$ cat src/rtl/cnn_pkg.sv
// Definitions shared by the convolution address generators: FSM encoding,
// geometry constants and the window end-of-line test.
package cnn_pkg;

  typedef enum logic [1:0] {
    ST_IDLE  = 2'd0,
    ST_RUN   = 2'd1,
    ST_FLUSH = 2'd2,
    ST_DONE  = 2'd3
  } state_e;

  localparam int unsigned MIN_WIDTH = 3;
  localparam int unsigned KERNEL    = 3;
  localparam int unsigned POS_W     = 12;

  // True when a window starting at pos would not fit another stride step.
  function automatic logic pos_end(input logic [POS_W-1:0] width,
                                   input logic [POS_W-1:0] pos,
                                   input logic [1:0]       stride);
    logic [POS_W+1:0] sum;
    sum = {2'b00, pos} + (POS_W+2)'(KERNEL) + {{POS_W{1'b0}}, stride};
    return ({2'b00, width} < sum);
  endfunction

endpackage

$ cat src/rtl/out_pos_cnt.sv
// Column/row/channel raster counters with end-of-line, end-of-frame and
// end-of-layer flags.
module out_pos_cnt
  import cnn_pkg::*;
(
  input  logic             clk,
  input  logic             rst,
  input  logic             clear_i,
  input  logic             adv_i,
  input  logic [1:0]       stride_i,
  input  logic [POS_W-1:0] width_i,
  input  logic [POS_W-1:0] channel_i,
  output logic [POS_W-1:0] ch_cnt_o,
  output logic             col_end_o,
  output logic             row_end_o,
  output logic             last_o
);

  logic [POS_W-1:0] col_q, col_d;
  logic [POS_W-1:0] row_q, row_d;
  logic [POS_W-1:0] ch_q, ch_d;
  logic [POS_W-1:0] stride_ext_s;
  logic             ch_end_s;

  assign stride_ext_s = {{(POS_W-2){1'b0}}, stride_i};
  assign col_end_o    = pos_end(width_i, col_q, stride_i);
  assign row_end_o    = pos_end(width_i, row_q, stride_i);
  assign ch_end_s     = (ch_q == (channel_i - {{(POS_W-1){1'b0}}, 1'b1}));
  assign last_o       = ch_end_s & col_end_o & row_end_o;
  assign ch_cnt_o     = ch_q;

  always_comb begin
    col_d = col_q;
    row_d = row_q;
    ch_d  = ch_q;
    if (clear_i) begin
      col_d = {POS_W{1'b0}};
      row_d = {POS_W{1'b0}};
      ch_d  = {POS_W{1'b0}};
    end else if (adv_i) begin
      if (col_end_o) begin
        col_d = {POS_W{1'b0}};
        if (row_end_o) begin
          row_d = {POS_W{1'b0}};
          if (ch_end_s) begin
            ch_d = {POS_W{1'b0}};
          end else begin
            ch_d = ch_q + {{(POS_W-1){1'b0}}, 1'b1};
          end
        end else begin
          row_d = row_q + stride_ext_s;
          ch_d  = ch_q;
        end
      end else begin
        col_d = col_q + stride_ext_s;
        row_d = row_q;
        ch_d  = ch_q;
      end
    end else begin
      col_d = col_q;
      row_d = row_q;
      ch_d  = ch_q;
    end
  end

  always_ff @(posedge clk) begin
    if (rst) begin
      col_q <= {POS_W{1'b0}};
      row_q <= {POS_W{1'b0}};
      ch_q  <= {POS_W{1'b0}};
    end else begin
      col_q <= col_d;
      row_q <= row_d;
      ch_q  <= ch_d;
    end
  end

endmodule

$ cat src/rtl/out_wr_gen.sv
// Output feature-map writer: writes channel 0 results directly and
// read-modify-writes partial sums for later channels, one cycle behind accept.
module out_wr_gen
  import cnn_pkg::*;
#(
  parameter int BRAM_ADDR_BIT = 32,
  parameter int ACC_W         = 32
) (
  input  logic                     clk,
  input  logic                     rst,
  input  logic                     start,
  input  logic [1:0]               stride,
  input  logic [POS_W-1:0]         width,
  input  logic [POS_W-1:0]         channel,
  input  logic                     in_valid,
  input  logic [ACC_W-1:0]         in_data,
  output logic                     in_ready,
  output logic [BRAM_ADDR_BIT-1:0] bram_waddr,
  output logic                     bram_we,
  output logic [ACC_W-1:0]         bram_wdata,
  output logic [BRAM_ADDR_BIT-1:0] bram_raddr,
  output logic                     bram_ren,
  input  logic [ACC_W-1:0]         bram_rdata,
  output logic                     busy,
  output logic                     done
);

  state_e                   state_q, state_d;
  logic [1:0]               stride_q;
  logic [POS_W-1:0]         width_q;
  logic [POS_W-1:0]         channel_q;
  logic [BRAM_ADDR_BIT-1:0] wr_ptr_q;
  logic                     v_q;
  logic [ACC_W-1:0]         data_q;
  logic [BRAM_ADDR_BIT-1:0] addr_q;
  logic                     ch0_q;
  logic                     fwd_q;
  logic [ACC_W-1:0]         fwd_data_q;

  logic                     start_s;
  logic                     accept_s;
  logic                     fwd_s;
  logic [ACC_W-1:0]         rd_operand_s;
  logic [POS_W-1:0]         ch_cnt_s;
  logic                     col_end_s;
  logic                     row_end_s;
  logic                     last_s;

  assign start_s  = start & (state_q == ST_IDLE);
  assign accept_s = in_valid & (state_q == ST_RUN);

  out_pos_cnt u_pos (
    .clk       (clk),
    .rst       (rst),
    .clear_i   (start_s),
    .adv_i     (accept_s),
    .stride_i  (stride_q),
    .width_i   (width_q),
    .channel_i (channel_q),
    .ch_cnt_o  (ch_cnt_s),
    .col_end_o (col_end_s),
    .row_end_o (row_end_s),
    .last_o    (last_s)
  );

  assign in_ready = (state_q == ST_RUN);
  assign busy     = (state_q == ST_RUN) | (state_q == ST_FLUSH);
  assign done     = (state_q == ST_DONE);

  assign bram_ren   = accept_s & (ch_cnt_s != {POS_W{1'b0}});
  assign bram_raddr = wr_ptr_q;

  assign bram_we      = v_q & ~rst;
  assign bram_waddr   = addr_q;
  // A back-to-back read of the address being written would see stale BRAM data.
  assign rd_operand_s = fwd_q ? fwd_data_q : bram_rdata;
  assign bram_wdata   = ch0_q ? data_q : (data_q + rd_operand_s);
  assign fwd_s        = bram_ren & bram_we & (bram_raddr == bram_waddr);

  always_comb begin
    state_d = state_q;
    case (state_q)
      ST_IDLE: begin
        if (start) state_d = ST_RUN;
        else       state_d = ST_IDLE;
      end
      ST_RUN: begin
        if (accept_s & last_s) state_d = ST_FLUSH;
        else                   state_d = ST_RUN;
      end
      ST_FLUSH: state_d = ST_DONE;
      ST_DONE:  state_d = ST_IDLE;
      default:  state_d = ST_IDLE;
    endcase
  end

  always_ff @(posedge clk) begin
    if (rst) begin
      state_q    <= ST_IDLE;
      stride_q   <= 2'd0;
      width_q    <= {POS_W{1'b0}};
      channel_q  <= {POS_W{1'b0}};
      wr_ptr_q   <= {BRAM_ADDR_BIT{1'b0}};
      v_q        <= 1'b0;
      data_q     <= {ACC_W{1'b0}};
      addr_q     <= {BRAM_ADDR_BIT{1'b0}};
      ch0_q      <= 1'b1;
      fwd_q      <= 1'b0;
      fwd_data_q <= {ACC_W{1'b0}};
    end else begin
      state_q <= state_d;
      if (start_s) begin
        stride_q  <= (stride == 2'd0) ? 2'd1 : stride;
        width_q   <= width;
        channel_q <= (channel == {POS_W{1'b0}}) ? {{(POS_W-1){1'b0}}, 1'b1} : channel;
        wr_ptr_q  <= {BRAM_ADDR_BIT{1'b0}};
      end else if (accept_s) begin
        if (col_end_s & row_end_s) begin
          wr_ptr_q <= {BRAM_ADDR_BIT{1'b0}};
        end else begin
          wr_ptr_q <= wr_ptr_q + BRAM_ADDR_BIT'(1);
        end
      end
      v_q        <= accept_s;
      fwd_q      <= fwd_s;
      fwd_data_q <= bram_wdata;
      if (accept_s) begin
        data_q <= in_data;
        addr_q <= wr_ptr_q;
        ch0_q  <= (ch_cnt_s == {POS_W{1'b0}});
      end
    end
  end

endmodule

$ cat config.mk
export PLATFORM = sky130hd
export DESIGN_NAME = out_wr_gen
export DESIGN_NICKNAME = d
export VERILOG_FILES = /design/src/rtl/cnn_pkg.sv /design/src/rtl/out_pos_cnt.sv /design/src/rtl/out_wr_gen.sv
export SDC_FILE = /design/constraint.sdc
export NUM_CORES = 1
export LEC_CHECK = 0
export BUFFER_PORTS_ARGS = -buffer_cell sky130_fd_sc_hd__buf_2
export CAP_MARGIN = 20
export CORE_MARGIN = 1
export CORE_UTILIZATION = 52
export DETAILED_ROUTE_END_ITERATION = 10
export PLACE_DENSITY = 0.77
export SETUP_SLACK_MARGIN = 0.2
export SYNTH_ARGS = -nofsm -noshare
export SYNTH_HDL_FRONTEND = slang
export SYNTH_SLANG_ARGS = --single-unit
$ cat constraint.sdc
create_clock -name clk -period 4.1 [get_ports clk]
set_input_delay 0.41 -clock clk [delete_from_list [all_inputs] [get_ports clk]]
set_output_delay 0.41 -clock clk [all_outputs]
set_load 0.05 [all_outputs]
# After elaboration in Yosys (flattened, before gate mapping)
# Index checks and enable logic that the tools add are counted.
[classes]
n_addsub = 10
order_cmp = 2
eq_ne = 5
muxes = 11
n_bitwise = 12
reduce_logical = 8
[ops]
columns = ["operator", "count"]
rows = [
  ["$mux W32", 3],
  ["$mux W12", 4],
  ["$add A32 B1 Y32 const B", 1],
  ["$add A32 B32 Y32", 1],
  ["$eq A32 B32 Y1", 1],
  ["$add A14 B2 Y14", 2],
  ["$lt A12 B14 Y1", 2],
  ["$add A12 B2 Y13 const B", 2],
  ["$add A12 B2 Y12", 2],
  ["$logic_not A12 Y1", 2],
  ["$add A12 B1 Y12 const B", 1],
  ["$eq A12 B12 Y1", 1],
  ["$reduce_bool A12 Y1", 1],
  ["$sub A12 B1 Y12 const B", 1],
  ["$and A1 B1 Y1", 10],
  ["$pmux W2 S4", 1],
  ["$eq A2 B2 Y1 const B", 2],
  ["$logic_not A2 Y1", 2],
  ["$mux W2", 2],
  ["$reduce_and A3 Y1", 1],
  ["$eq A2 B1 Y1 const B", 1],
  ["$reduce_and A2 Y1", 1],
  ["$reduce_or A2 Y1", 1],
  ["$mux W1", 1],
  ["2 further kinds", 2],
]
[totals]
regBits = 195
in_bits = 94
out_inout_bits = 101
elab_cells = 62

# Longest topological paths before layout
# Gate-level depths: netlist of run 1.
[depth]
word_depth = 8
ltp_mapped = 23

# Cells and area by module
# From an unflattened synthesis of run 1, not the netlist that was laid out.
[hier_totals]
cells_unflattened = 1457
hier_area_um2 = 11786.3
[modules_own_cells]
columns = ["mod", "instances", "cells_per_inst", "area_per_inst_um2", "seq_area_each_um2"]
rows = [
  ["out_wr_gen", 1, 1055, 8612.0, 3183.1],
  ["out_pos_cnt", 1, 402, 3174.3, 720.7],
]

# Worst setup path before layout of run 1
# No wires, ideal clock.
[synth_path]
kind = "register to output"
startpoint = "register fwd_q"
endpoint = "output port bram_wdata[30]"
arrival_ns = 4.202
path_slack_ns = -0.512
path_stages_with_launch = 15
n_path_buf = 3
cell_sequence = "dfxtp_1 > clkbuf_1 > clkbuf_1 > mux2_2 > ha_1 > buf_2 > nand3_1 > or3_1 > a211oi_1 > o31ai_1 > a21boi_1 > a41o_1 > a31oi_1 > xor2_1 > o21ai_0"
[synth_between]
elab_chain_cells = 3
[synth_rtl]
columns = ["element", "line_no", "rtl"]
rows = [
  ["from (decl)", "out_wr_gen.sv:37", "logic fwd_q;"],
  ["from (signal assigned)", "out_wr_gen.sv:125", "fwd_q <= fwd_s;"],
  ["$mux W32", "out_wr_gen.sv:76", "assign rd_operand_s = fwd_q ? fwd_data_q : bram_rdata;"],
  ["$add A32 B32 Y32", "out_wr_gen.sv:77", "assign bram_wdata = ch0_q ? data_q : (data_q + rd_operand_s);"],
  ["$mux W32", "out_wr_gen.sv:77", ""],
  ["to (decl)", "out_wr_gen.sv:20", "output logic [ACC_W-1:0] bram_wdata,"],
]
# No other way between the ends.

# Final worst setup path of run 1
[layout_path]
startpoint = "register u_pos.col_q[0]"
endpoint = "register wr_ptr_q[18], in the netlist bram_raddr[18]"
[layout_between]
elab_chain_cells = 5
[layout_rtl]
columns = ["element", "line_no", "rtl"]
rows = [
  ["from (decl)", "out_pos_cnt.sv:19", "logic [POS_W-1:0] col_q, col_d;"],
  ["from (signal assigned)", "out_pos_cnt.sv:68", "col_q <= {POS_W{1'b0}};"],
  ["from (signal assigned)", "out_pos_cnt.sv:72", "col_q <= col_d;"],
  ["$add A12 B2 Y13", "cnn_pkg.sv:21", "sum = {2'b00, pos} + (POS_W+2)'(KERNEL) + {{POS_W{1'b0}}, stride};"],
  ["$add A14 B2 Y14", "cnn_pkg.sv:21", ""],
  ["$lt A12 B14 Y1", "cnn_pkg.sv:22", "return ({2'b00, width} < sum);"],
  ["$and A1 B1 Y1", "out_wr_gen.sv:118", "if (col_end_s & row_end_s) begin"],
  ["$mux W32", "out_wr_gen.sv:118", ""],
  ["to (signal assigned)", "out_wr_gen.sv:116", "wr_ptr_q <= {BRAM_ADDR_BIT{1'b0}};"],
  ["to (signal assigned)", "out_wr_gen.sv:119", "wr_ptr_q <= {BRAM_ADDR_BIT{1'b0}};"],
  ["to (signal assigned)", "out_wr_gen.sv:121", "wr_ptr_q <= wr_ptr_q + BRAM_ADDR_BIT'(1);"],
  ["to (decl)", "out_wr_gen.sv:32", "logic [BRAM_ADDR_BIT-1:0] wr_ptr_q;"],
]
# No other way between the ends.
# A chain may end at the register's enable or synchronous reset.

==> summary.md, run 1 <==
| Metric | Value |
|---|---|
| Critical-path maximum fanout | `8` |
| Register area share after synthesis | `between 30% and 40%` |
| Latest clock arrival within the worst-skew pair | `approximately 450 ps` |
| Violated checks | `setup timing` |
| WHS | `~200 ps` |
| Switching share of power | `30.6%` |
| Largest net degree at the start of global routing | `75` |
| Vias post-DR | `between 10,000 and 15,000` |
| Final setup violating endpoints | `19` |
| Synth unique cells | `78` |
| Reg clk slew, reported paths | `around 80 ps` |
| Pleak | `6.50 nW` |
| Vias in the first global route | `between 10,000 and 15,000` |
| Place WS | `-176 ps` |
| Cell Chain, Critical Path | `inv_2 -> ha_4 -> nand4b_1 -> buf_4 -> xnor2_2 -> nand3_1 -> o21ai_1 -> nand2_1 -> or3_4 -> xnor2_1 -> ha_2 -> a2111o_1 -> a211oi_2 -> o21ai_1 -> a21oi_2 -> o31ai_4 -> or2_4 -> buf_6 -> nand2_8 -> buf_12 -> buf_16 -> nor2_2` |
| VDD IR max | `284 uV` |
| Rows | `55` |
| TritonRoute pass-1 iters | `5` |
| Delay-heaviest family, CP | `simple AND/OR/NAND/NOR gates` |
| Clock Power Share | `a little under two fifths` |
| Syn Std Cell Area | `~12,000 sq um` |
| Ports | `195` |
| Top cells by area, synth | `dfxtp_1 33%, nand2_1 8.7%, ha_1 7.4%` |
| Final worst setup slack | `-19.7 ps` |
| Layout Nets | `1,907` |
| R2r endpoint | `bram_raddr[18]$_SDFFE_PP0P_` |
| Maxcap violations | `0` |
| Cell Area, Placed | `13,300 sq um` |
| Fill count | `1,626` |
| Hold Crit Depth | `3` |
| Initial antenna violation count | `4` |
| Fin. max-slew vios | `0` |
| Worst path required time | `4440 ps` |
| CTS Root Cell | `clkbuf_16` |
| Clk_skew | `18.2 ps` |
| Most frequent cells after synthesis | `276 x nand2_1, 195 x dfxtp_1, 142 x a21oi_1, 128 x nor2_1` |
| Drt wl/cell | `18.8 um` |
| Worst setup EP type | `register` |
| Top-area cell type share of the netlist area | `32.7%` |
| Reg2Reg Depth | `22` |
| I/O Buffers | `194` |
| ANT nets after route | `0` |
| Synth-to-Final Area Change | `33.2%` |
| Hold_buf cts | `0` |
| Initial core utilization | `about 53%` |
| Post-route clock period utilization | `100%` |
| Gr ovfl total | `0` |
| Slowest stage cell, crit path | `a2111o_1` |
| FFs w/ async S/R, synth | `0%` |
| Worst path bufs/invs | `5` |
| YS warnings | `0` |
| Crit path DAT | `4460 ps` |
| CP Class | `reg -> reg` |
| First-pass GRT wire length | `56,800 um` |
| Hold Crit Endpoint | `width_q[0]$_SDFFE_PP0P_` |
| Drt via density | `5.90` |
| Fmax | `0.243 GHz` |
| Mean Syn Cell Area | `7.93 sq um` |
| Synth area leader | `dfxtp_1` |
| Pwr Density | `282 nW/um^2` |
| Ratio of cells with drive above 1 in the final layout | `32.5%` |
| Gr usage total | `29.8%` |
| H-tree depth | `4` |
| CTS Sinks | `slightly below 200` |
| Net count after synthesis | `1,675` |
| CTS Buffer Depth | `2` |
| Tightest Hold Check Type | `in -> reg` |
| Detailed Route Iter0 Violations | `941` |
| Seq pwr share | `43.9%` |
| Die width | `154 um` |
| Design Power | `0.00448 W` |
| Final WL | `between 30,000 and 40,000 um` |
| DR DRC count | `0` |
| GPL Wtd Cong | `0.968` |
| Worst reg2reg setup slack | `-20 ps` |
| Worst path most repeated cell | `o21ai_1` |
| Total CTS buffers | `17` |
| R2r startpoint | `u_pos.col_q[0]$_SDFFE_PP0P_` |
| Status | `complete, but fails checks` |
| Crit start category | `register` |
| EDFF count, synth | `0` |
| Fin. Hold Viols | `0` |
| Final HPWL DP | `23,500 um` |
| Core Area | `~23,000 sq um` |
| Worst Max-Slew Pin Slew | `944 ps` |
| Slowest Stage Delay on Critical Path | `450 ps` |
| Die Y | `~150 um` |
| Most used DFF post-synth | `dfxtp_1` |
| Hold Startpoint | `width[0]` |
| Worst rel slew slack | `36.9%` |
| CTS tree | `done` |
| Final min period | `4120 ps` |
| Final Cell Area | `15,900 sq um` |
| Die area | `23,600 sq um` |
| Unrepaired setup endpoints after global routing | `true` |
| Int Power | `0.00311 W` |
| Combinational Power Share | `18.2%` |
| Switch Pwr | `0.00137 W` |
| Count leader, synth | `nand2_1` |
| Syn Inst Count | `1,505` |
| #FFs+latches synth | `195` |
cells by family after synthesis:
kind of cell,synth area share (%)
AO/OA/AOI/OAI,15.0
XOR/XNOR,12.6
adder cells (fa/ha/maj),8.28
buffers and inverters,4.14
flip-flops,32.7
multiplexers,3.35
AND/OR/NAND/NOR,23.9
worst max-delay path by stage:
stage | slack [ps] | cells after the start | from | to
detailed placement | -180 | 17 | u_pos.row_q[0]$_SDFFE_PP0P_ | u_pos.ch_cnt_o[4]$_SDFFE_PP0P_
CTS | -40 | 14 | fwd_q$_SDFF_PP0_ | bram_wdata[30]
global route | -190 | 23 | u_pos.col_q[0]$_SDFFE_PP0P_ | u_pos.ch_cnt_o[6]$_SDFFE_PP0P_
finish | -20 | 22 | u_pos.col_q[0]$_SDFFE_PP0P_ | bram_raddr[18]$_SDFFE_PP0P_
floorplan | 200 | 17 | u_pos.col_q[0]$_SDFFE_PP0P_ | u_pos.ch_cnt_o[10]$_SDFFE_PP0P_
global placement | -90 | 14 | fwd_q$_SDFF_PP0_ | bram_wdata[30]
tightest hold or removal path, stage by stage:
cell,delay (ps)
buf_2,100
nand2_1,40
a21oi_1,50
timing repair:
| item | in CTS | in global routing |
|---|---|---|
| endpoints found under the setup margin | 89 | 87 |
| setup buffers | 39 | 19 |
| pin swaps | 79 | 80 |
| cloned | 7 | 1 |
| resized for setup | 171 | 154 |
layout by cell type, fill, tap and decap left out, drive strengths merged, types with 5 or more instances in the layout:
master | netlist | layout
a211oi | 9 | 9
a21boi | 6 | 6
a21o | 16 | 16
a21oi | 142 | 142
a31oi | 5 | 5
and2 | 25 | 25
and3 | 12 | 12
and4 | 5 | 5
buf | 25 | 295
clkbuf | 58 | 19
dfxtp | 195 | 195
fa | 5 | 5
ha | 71 | 71
inv | 36 | 46
mux2 | 32 | 32
nand2 | 276 | 276
nand2b | 10 | 10
nand3 | 40 | 40
nand3b | 5 | 5
nand4 | 22 | 22
nor2 | 128 | 128
nor2b | 11 | 11
nor3 | 35 | 35
nor3b | 8 | 8
nor4 | 18 | 18
o2111ai | 5 | 5
o211ai | 6 | 6
o21a | 5 | 5
o21ai | 55 | 55
o31ai | 5 | 5
or3 | 8 | 8
xnor2 | 86 | 86
xor2 | 86 | 86
registers in the layout (all words and copies together) (netlist names), named ones only:
register and cells:
bram_raddr 32, bram_waddr 32, data_q 32, fwd_data_q 32
channel_q 12, u_pos.ch_cnt_o 12, u_pos.col_q 12, u_pos.row_q 12
width_q 12, stride_q 2, ch0_q 1, fwd_q 1
state_q 1, v_q 1
power groups by stage:
stage                     Clock, W  Sequential [W]  Combinational [W]
after floorplan                  0         0.00199           0.000419
after global placement           0         0.00200           0.000567
after detailed placement         0         0.00200           0.000582
after CTS                  0.00170         0.00196           0.000708
after global routing       0.00178         0.00197           0.000865
final                      0.00170         0.00197           0.000816
metrics by stage:
stage / utilization [%] / TNS, ps / cells
after floorplan: - / 0 / 1505
after global placement: 58.9 / -94.7 / 1937
after detailed placement: 58.9 / -2820 / 1937
after CTS: 67.2 / -43.3 / 2015
after global routing: 70.4 / -7020 / 2039
final: 70.4 / -140 / 2039
layer usage:
layer | routed length (um) | track usage, % | up-vias
met1 | 15400 | 36.9 | 5668
met2 | 18800 | 50.7 | 632
met3 | 2920 | 5.05 | 115
met4 | 1360 | 13.6 | 0
li1 | - | - | 5623
met5 | 0 | 0 | -
cell type report:
type                    instances  area (sq um)  area share, %
flip-flops and latches        195          3920           24.6
clock buffers                  18           439           2.76
clock inverters                14           153          0.960
diodes                          4          10.0         0.0629
multi-input cells            1191          8790           55.3
repair buffers                296          2100           13.2
well taps                     285           357           2.24
inverters                      36           135          0.850
(Power assumes the default switching activity.)
==> inputs of run 2 (changes only) <==
ABC_AREA = 1   (was unset)
CORE_UTILIZATION = 53   (was 52)
PLACE_DENSITY = 0.78   (was 0.77)
==> run 2 against run 1 <==
The flow now finishes without violations. Critical endpoint is now bram_wdata[31]. Routed wire length shrank 5.2%. Design area down 6.2%. Highest routed layer is now met5. Final cell count is 17% higher. Sequential power up 2%. Core utilization down 7.1 points. Non-clock buffer count shrank 82.
==> summary.md, run 2 <==
| Metric | Value |
|---|---|
| Status | `complete, no violations (was complete, but fails checks)` |
| I/O Buffers | `194 (unchanged)` |
| Slowest stage cell, crit path | `a31oi_1 (was a2111o_1)` |
| Syn Inst Count | `1,879 (was 1,505)` |
| Syn Std Cell Area | `12,700 sq um (was 11,900 sq um)` |
| GRT met1 Usage | `38.1% (was 36.9%)` |
| Rows | `56 (was 55)` |
| Top cells by area, synth | `dfxtp_1 31%, nand2_1 12%, nor2_1 7.7% (was dfxtp_1 33%, nand2_1 8.7%, ha_1 7.4%)` |
| Worst reg2reg setup slack | `410 ps (was -20 ps)` |
| CTS Sinks | `195 (unchanged)` |
| Net count after synthesis | `2,049 (was 1,675)` |
| Latest clock arrival within the worst-skew pair | `450 ps (about the same)` |
| Core Area | `23,500 sq um (was 22,600 sq um)` |
| CP Class | `reg -> out (was reg -> reg)` |
| Worst setup EP type | `primary output (was register)` |
| Total CTS buffers | `17 (unchanged)` |
| Hold Startpoint | `in_data[10] (was width[0])` |
| Die area | `24,600 sq um (was 23,600 sq um)` |
| #FFs+latches synth | `195 (unchanged)` |
| Hold Crit Depth | `3 (unchanged)` |
| Ports | `195 (unchanged)` |
| Clock Power Share | `37.3% (was 37.9%)` |
| Drt via density | `5.41 (was 5.90)` |
| Synth unique cells | `61 (was 78)` |
| Worst rel slew slack | `43.4% (was 36.9%)` |
| Fmax | `0.259 GHz (was 0.243 GHz)` |
| Die width | `157 um (was 154 um)` |
| Pwr Density | `309 nW/um^2 (was 282 nW/um^2)` |
| Final min period | `3860 ps (was 4120 ps)` |
| FFs w/ async S/R, synth | `0% (unchanged)` |
| Int Power | `0.00309 W (was 0.00311 W)` |
| Crit path DAT | `3450 ps (was 4460 ps)` |
| Reg clk slew, reported paths | `80 ps (about the same)` |
| CTS Buffer Depth | `2 (unchanged)` |
| Layout Nets | `2,231 (was 1,907)` |
| Synth-to-Final Area Change | `17.1% (was 33.2%)` |
| Gr ovfl total | `0 (unchanged)` |
| Switch Pwr | `0.00152 W (was 0.00137 W)` |
| Crit start category | `register (unchanged)` |
| Fin. max-slew vios | `0 (unchanged)` |
| Fill count | `2,178 (was 1,626)` |
| Final HPWL DP | `26,600 um (was 23,500 um)` |
| Commonest non-fill, non-tap cell in the layout | `nand2_1 (unchanged)` |
| Delay-heaviest family, CP | `compound AO/OA/AOI/OAI gates (was simple AND/OR/NAND/NOR gates)` |
| Instance count on the critical path | `13 (was 22)` |
| WHS | `210 ps (was 196 ps)` |
| Initial core utilization | `54.1% (was 52.9%)` |
| R2r startpoint | `u_pos.col_q[1]$_SDFFE_PP0P_ (was u_pos.col_q[0]$_SDFFE_PP0P_)` |
| YS warnings | `0 (unchanged)` |
| Worst path required time | `3690 ps (was 4440 ps)` |
| Synth area leader | `dfxtp_1 (unchanged)` |
| Initial antenna violation count | `4 (unchanged)` |
| CTS tree | `done (unchanged)` |
| H-tree depth | `4 (unchanged)` |
| Fin. Hold Viols | `0 (unchanged)` |
| Worst Max-Slew Pin Slew | `844 ps (was 944 ps)` |
| Vias post-DR | `12,968 (was 12,038)` |
| Critical-path maximum fanout | `16 (was 8)` |
| Design Power | `0.00461 W (was 0.00448 W)` |
| Commonest non-fill, non-tap cells in the layout | `413 x nand2_1, 254 x nor2_1, 191 x dfxtp_1 (was 265 x nand2_1, 186 x dfxtp_1, 178 x buf_2)` |
| Final WL | `36,400 um (was 38,400 um)` |
| Combinational Power Share | `19.2% (was 18.2%)` |
| First-pass GRT wire length | `57,200 um (was 56,800 um)` |
| Cell Chain, Critical Path | `clkbuf_16 -> mux2_2 -> ha_1 -> nand2_1 -> nand2_1 -> a31oi_1 -> o21ai_0 -> a31oi_1 -> nand3b_1 -> nand2_1 -> nand2_1 -> nand2_1 -> clkbuf_4 (was inv_2 -> ha_4 -> nand4b_1 -> buf_4 -> xnor2_2 -> nand3_1 -> o21ai_1 -> nand2_1 -> or3_4 -> xnor2_1 -> ha_2 -> a2111o_1 -> a211oi_2 -> o21ai_1 -> a21oi_2 -> o31ai_4 -> or2_4 -> buf_6 -> nand2_8 -> buf_12 -> buf_16 -> nor2_2)` |
| Switching share of power | `33.0% (was 30.6%)` |
| Gr usage total | `29.0% (was 29.8%)` |
| Drt wl/cell | `15.2 um (was 18.8 um)` |
| Register area share after synthesis | `30.7% (was 32.7%)` |
| Unrepaired setup endpoints after global routing | `false (was true)` |
| Clk_skew | `21.8 ps (was 18.2 ps)` |
| Most frequent cells after synthesis | `416 x nand2_1, 261 x nor2_1, 195 x dfxtp_1, 192 x inv_1, 131 x a21oi_1 (was 276 x nand2_1, 195 x dfxtp_1, 142 x a21oi_1, 128 x nor2_1)` |
| Largest net degree at the start of global routing | `80 (was 75)` |
| Post-route clock period utilization | `94.1% (was 100%)` |
| Reg2Reg Depth | `23 (was 22)` |
| Ratio of cells with drive above 1 in the final layout | `17.6% (was 32.5%)` |
| Worst path bufs/invs | `2 (was 5)` |
| Detailed Route Iter0 Violations | `940 (was 941)` |
| ANT nets after route | `0 (unchanged)` |
| TritonRoute pass-1 iters | `6 (was 5)` |
| VDD IR max | `217 uV (was 284 uV)` |
| Most used DFF post-synth | `dfxtp_1 (unchanged)` |
| Top-area cell type share of the netlist area | `30.7% (was 32.7%)` |
| R2r endpoint | `bram_raddr[8]$_SDFFE_PP0P_ (was bram_raddr[18]$_SDFFE_PP0P_)` |
| Slowest Stage Delay on Critical Path | `410 ps (was 450 ps)` |
| Met3 usage | `5.04% (was 5.05%)` |
| Vias in the first global route | `11,761 (was 11,333)` |
| Die Y | `157 um (was 154 um)` |
| Final setup violating endpoints | `0 (was 19)` |
| Tightest Hold Check Type | `in -> reg (unchanged)` |
| CTS Root Cell | `clkbuf_16 (unchanged)` |
| Seq pwr share | `43.6% (was 43.9%)` |
| Maxcap violations | `0 (unchanged)` |
| EDFF count, synth | `0 (unchanged)` |
| Count leader, synth | `nand2_1 (unchanged)` |
| GRT busiest layer | `met2 (unchanged)` |
| Pleak | `6.59 nW (was 6.50 nW)` |
| Mean Syn Cell Area | `6.78 sq um (was 7.93 sq um)` |
| M2 GR Usage | `48.5% (was 50.7%)` |
| GPL Wtd Cong | `0.920 (was 0.968)` |
| Hold Crit Endpoint | `data_q[10]$_SDFFE_PP0P_ (was width_q[0]$_SDFFE_PP0P_)` |
| DR DRC count | `0 (unchanged)` |
| Setup_tns | `0 ps (was -140 ps)` |
| Worst path most repeated cell | `nand2_1 (was o21ai_1)` |
==> run 2: cell types whose count changed after synthesis, moves of 13 or more <==
cell / delta
inv_1: +156
nand2_1: +140
nor2_1: +133
xnor2_1: -77
o21ai_0: +76
nand3_1: +69
and2_1: -22
xor2_1: -20
clkbuf_1: -17
or2_2: +15
nand4_1: +13
==> run 2: repair_timing <==
action                     CTS  global route
gates resized for setup      4            42
setup endpoints to repair    6            80
gates cloned                 0             6
pin swaps                    0             7
setup buffers                0             4
hold buffers                 0             0
==> run 2: cells by family after synthesis <==
| family | count (synthesis) | share of synthesized area [%] |
|---|---|---|
| AO/OA/AOI/OAI | 320 | 13.9 |
| AND/OR/NAND/NOR | 926 | 31.6 |
| buffers and inverters | 253 | 7.77 |
| multiplexers | 31 | 2.73 |
| XOR/XNOR | 78 | 5.59 |
| flip-flops | 195 | 30.7 |
| adder cells (fa/ha/maj) | 76 | 7.76 |
==> run 2: per-layer routing <==
layer | vias to the layer above | part of all wire [%]
li1 | 6522 | -
met1 | 5934 | 45
met2 | 442 | 46
met3 | 66 | 6.5
met4 | 4 | 2.0
met5 | - | 0.074
==> run 2: per-stage QoR <==
step           worst slack [ps]  util (%)  std cells  instance area (sq um)
2_1_floorplan               460         -       1879                  12700
3_3_place_gp                380      59.4       2350                  14000
3_5_place_dp                262      59.4       2350                  14000
4_1_cts                     201      62.1       2382                  14600
5_1_grt                     140      63.3       2393                  14900
6_report                    241      63.3       2395                  14900
==> run 2: how the worst max path moves through the flow <==
stage / startpoint / end / slack (ps)
final: fwd_q$_SDFF_PP0_ / bram_wdata[31] / 240
after global routing: u_pos.col_q[1]$_SDFFE_PP0P_ / bram_raddr[9]$_SDFFE_PP0P_ / 140
after CTS: fwd_q$_SDFF_PP0_ / bram_wdata[31] / 200
after detailed placement: u_pos.col_q[1]$_SDFFE_PP0P_ / bram_raddr[27]$_SDFFE_PP0P_ / 260
after global placement: u_pos.row_q[1]$_SDFFE_PP0P_ / bram_raddr[30]$_SDFFE_PP0P_ / 380
after floorplan: fwd_q$_SDFF_PP0_ / bram_wdata[29] / 460
==> run 2: layout make-up <==
cell class	instances	area (sq um)	area share (%)
Antenna cell	2	5.00	0.0336
Clock buffer	17	425	2.85
Clock inverter	15	189	1.27
Inverter	199	757	5.08
Multi-Input combinational cell	1433	7980	53.5
Sequential cell	195	3910	26.2
Tap cell	319	399	2.68
Timing Repair Buffer	214	1240	8.29
Timing Repair inverter	1	6.26	0.0420
==> run 2: power by group through the flow <==
stage          combinational [W]  clock (W)  sequential (W)
6_report                0.000884    0.00172         0.00201
2_1_floorplan           0.000585          0         0.00207
3_3_place_gp            0.000817          0         0.00205
3_5_place_dp            0.000833          0         0.00205
5_1_grt                 0.000983    0.00182         0.00201
4_1_cts                 0.000840    0.00174         0.00201
==> run 2: worst register-to-register path, stage by stage (launching register included) <==
cell	delay, ps
dfxtp_2	390
inv_1	90
ha_4	280
inv_1	50
ha_1	260
a21oi_1	60
nor2_1	110
inv_1	60
or2_2	310
nor2_2	110
nand4_1	120
xor2_1	170
ha_1	300
nand2_1	70
nor2_1	130
nand2_1	70
nand2_1	50
nand2_1	40
nand2_1	90
nand3_4	200
nand3_4	250
nand2_8	100
clkbuf_16	180
a211oi_2	130
==> inputs of run 3 (changes only) <==
SYNTH_HIERARCHICAL = 1   (was unset)
==> run 3 against run 2 <==
Worst hold slack worse by 1.9 ps. Sequential power about the same. Critical path depth stayed put. First-iteration DRC count is 9.6% lower. Synthesized area rose by 0.47%. Power increased by 2.2%.
==> summary.md, run 3 <==
| Metric | Value |
|---|---|
| Final worst setup slack | `452 ps (was 241 ps)` |
| EDFF count, synth | `0 (unchanged)` |
| Post-route clock period utilization | `89.0% (was 94.1%)` |
| Worst setup EP type | `primary output (unchanged)` |
| Reg2Reg Depth | `21 (was 23)` |
| CTS Root Cell | `clkbuf_16 (unchanged)` |
| CTS tree | `done (unchanged)` |
| VDD IR max | `302 uV (was 217 uV)` |
| ANT nets after route | `0 (unchanged)` |
| CTS Buffer Depth | `2 (unchanged)` |
| Final setup violating endpoints | `0 (unchanged)` |
| Clk_skew | `20.6 ps (was 21.8 ps)` |
| Drt via density | `5.17 (was 5.41)` |
| Maxcap violations | `0 (unchanged)` |
| Net count after synthesis | `2,136 (was 2,049)` |
| Die width | `157 um (about the same)` |
| Rows | `56 (unchanged)` |
| Unrepaired setup endpoints after global routing | `false (unchanged)` |
| I/O Buffers | `194 (unchanged)` |
| Drt wl/cell | `14.0 um (was 15.2 um)` |
| Final WL | `34,800 um (was 36,400 um)` |
| Status | `complete, no violations (unchanged)` |
| Synth-to-Final Area Change | `15.1% (was 17.1%)` |
| Register area share after synthesis | `30.5% (was 30.7%)` |
| Final Non-Filler Cells | `2,477 (was 2,395)` |
| Vias post-DR | `12,804 (was 12,968)` |
| TritonRoute pass-1 iters | `5 (was 6)` |
| Synth unique cells | `52 (was 61)` |
| GPL Wtd Cong | `0.968 (was 0.920)` |
| CTS Sinks | `195 (unchanged)` |
| Initial antenna violation count | `2 (was 4)` |
| Commonest non-fill, non-tap cells in the layout | `522 x nand2_1, 272 x inv_1, 252 x nor2_1 (was 413 x nand2_1, 254 x nor2_1, 191 x dfxtp_1)` |
| Fin. max-slew vios | `0 (unchanged)` |
| Worst rel slew slack | `40.0% (was 43.4%)` |
| Most frequent cells after synthesis | `522 x nand2_1, 273 x inv_1, 254 x nor2_1, 195 x dfxtp_1, 115 x a21oi_1 (was 416 x nand2_1, 261 x nor2_1, 195 x dfxtp_1, 192 x inv_1, 131 x a21oi_1)` |
| CP Class | `reg -> out (unchanged)` |
| Vias in the first global route | `11,662 (was 11,761)` |
| Crit path DAT | `3240 ps (was 3450 ps)` |
| Setup_tns | `0 ps (unchanged)` |
| Final HPWL DP | `26,700 um (was 26,600 um)` |
| Fmax | `0.274 GHz (was 0.259 GHz)` |
| Ratio of cells with drive above 1 in the final layout | `16.9% (was 17.6%)` |
| Place WS | `256 ps (was 262 ps)` |
| Cell Chain, Critical Path | `buf_12 -> mux2_2 -> ha_1 -> nand2_1 -> inv_1 -> a21oi_1 -> nand3_1 -> nand2_1 -> nand3_1 -> nand3_1 -> nand2_1 -> inv_1 -> buf_2 (was clkbuf_16 -> mux2_2 -> ha_1 -> nand2_1 -> nand2_1 -> a31oi_1 -> o21ai_0 -> a31oi_1 -> nand3b_1 -> nand2_1 -> nand2_1 -> nand2_1 -> clkbuf_4)` |
| Layout Nets | `2,315 (was 2,231)` |
| Pleak | `7.37 nW (was 6.59 nW)` |
| Crit start category | `register (unchanged)` |
| Ports | `195 (unchanged)` |
| Total CTS buffers | `17 (unchanged)` |
| Slowest stage cell, crit path | `dfxtp_4 (was a31oi_1)` |
| Dpl cells | `2,442 (was 2,350)` |
| Top-area cell type share of the netlist area | `30.5% (was 30.7%)` |
| FFs w/ async S/R, synth | `0% (unchanged)` |
| Gr ovfl total | `0 (unchanged)` |
| Mean Syn Cell Area | `6.51 sq um (was 6.78 sq um)` |
| Most used DFF post-synth | `dfxtp_1 (unchanged)` |
| DR DRC count | `0 (unchanged)` |
| H-tree depth | `4 (unchanged)` |
| YS warnings | `6 (was 0)` |
| Worst path required time | `3690 ps (about the same)` |
| Worst Max-Slew Pin Slew | `899 ps (was 844 ps)` |
| Latest clock arrival within the worst-skew pair | `450 ps (about the same)` |
| Synth area leader | `dfxtp_1 (unchanged)` |
| Reg clk slew, reported paths | `80 ps (about the same)` |
| First-pass GRT wire length | `55,600 um (was 57,200 um)` |
| Syn Inst Count | `1,965 (was 1,879)` |
| Final min period | `3650 ps (was 3860 ps)` |
| Die Y | `157 um (about the same)` |
| Pwr Density | `320 nW/um^2 (was 309 nW/um^2)` |
| Fin. Hold Viols | `0 (unchanged)` |
| Commonest non-fill, non-tap cell in the layout | `nand2_1 (unchanged)` |
| Initial core utilization | `54.3% (was 54.1%)` |
| Top cells by area, synth | `dfxtp_1 31%, nand2_1 15%, inv_1 8.0% (was dfxtp_1 31%, nand2_1 12%, nor2_1 7.7%)` |
| Syn Std Cell Area | `12,800 sq um (was 12,700 sq um)` |
| Largest net degree at the start of global routing | `56 (was 80)` |
| Hold Crit Depth | `3 (unchanged)` |
| Detailed Route Iter0 Violations | `850 (was 940)` |
| Slowest Stage Delay on Critical Path | `410 ps (about the same)` |
| Die area | `24,800 sq um (was 24,600 sq um)` |
| Hold_buf cts | `0 (unchanged)` |
| Tightest Hold Check Type | `in -> reg (unchanged)` |
| Critical-path maximum fanout | `26 (was 16)` |
| Core Area | `23,500 sq um (unchanged)` |
| #FFs+latches synth | `195 (unchanged)` |
| Count leader, synth | `nand2_1 (unchanged)` |
| Gr usage total | `28.2% (was 29.0%)` |
==> run 3: changes by cell type after synthesis, sizes merged, moves of 8 or more <==
cell    delta
nand2    +118
xor2      -33
a21oi     -17
inv       +90
nor3       -9
nand3      +8
nand4     -26
clkbuf     -9
==> run 3: final cells by class <==
| type | count | area [sq um] |
|---|---|---|
| Antenna cell | 1 | 2.50 |
| Clock buffer | 18 | 439 |
| Clock inverter | 14 | 185 |
| Fill cell | 2238 | 8820 |
| Inverter | 286 | 1070 |
| Multi-Input combinational cell | 1436 | 7620 |
| Sequential cell | 195 | 3910 |
| Tap cell | 319 | 399 |
| Timing Repair Buffer | 208 | 1090 |
==> run 3: layer usage <==
metal	vias to the layer above	track usage (%)	wire, um
li1	6601	-	-
met2	386	47.1	16000
met5	-	0	0
met4	0	7.63	595
met1	5776	37.3	16200
met3	41	4.63	2070
==> run 3: kinds of logic after synthesis <==
kind of cell	synth area share [%]
simple gates	34.3
xor+xnor	3.08
compound gates	11.4
mux	2.82
flops	30.5
fa+ha+maj	7.82
buf+inv	10.0
==> run 3: critical path: cells and delay by family, from the launching register on <==
family | cells | cell delay (ps)
fa+ha+maj | 1 | 330
mux | 1 | 370
simple gates | 6 | 840
flops | 1 | 410
buf+inv | 4 | 600
compound gates | 1 | 240
==> run 3: power by group <==
| part | switching [W] | leakage (nW) | total (W) | internal, W |
|---|---|---|---|---|
| Sequential | 0.0000564 | 1.59 | 0.00201 | 0.00196 |
| Clock | 0.000859 | 0.300 | 0.00176 | 0.000900 |
| Combinational | 0.000625 | 5.48 | 0.000935 | 0.000310 |
| Total | 0.00154 | 7.37 | 0.00471 | 0.00317 |
==> run 3: per-stage QoR <==
step                hold WS, ps  power [W]  util [%]  instance area [sq um]
detailed placement          457    0.00298      59.7                  14100
global placement            451    0.00295      59.7                  14100
floorplan                   439    0.00273         -                  12800
finish                      208    0.00471      62.5                  14700
global route                219    0.00494      62.5                  14700
CTS                         200    0.00473      62.4                  14700
==> run 3: what timing repair did <==
action,4_1_cts,5_1_grt
gates resized for setup,1,5
endpoints found under the hold margin,0,0
setup endpoints to repair,1,41
setup buffers,0,2
pin swaps,0,1
==> run 3: path summary, 6_finish.rpt <==
path         slack, ps                          to                         from
min                210   channel_q[4]$_SDFFE_PP0P_                   channel[4]
min reg2reg        470   channel_q[1]$_SDFFE_PP0P_    channel_q[1]$_SDFFE_PP0P_
max reg2reg        500  bram_raddr[9]$_SDFFE_PP0P_  u_pos/row_q[1]$_SDFFE_PP0P_
max                450              bram_wdata[28]             fwd_q$_SDFF_PP0_
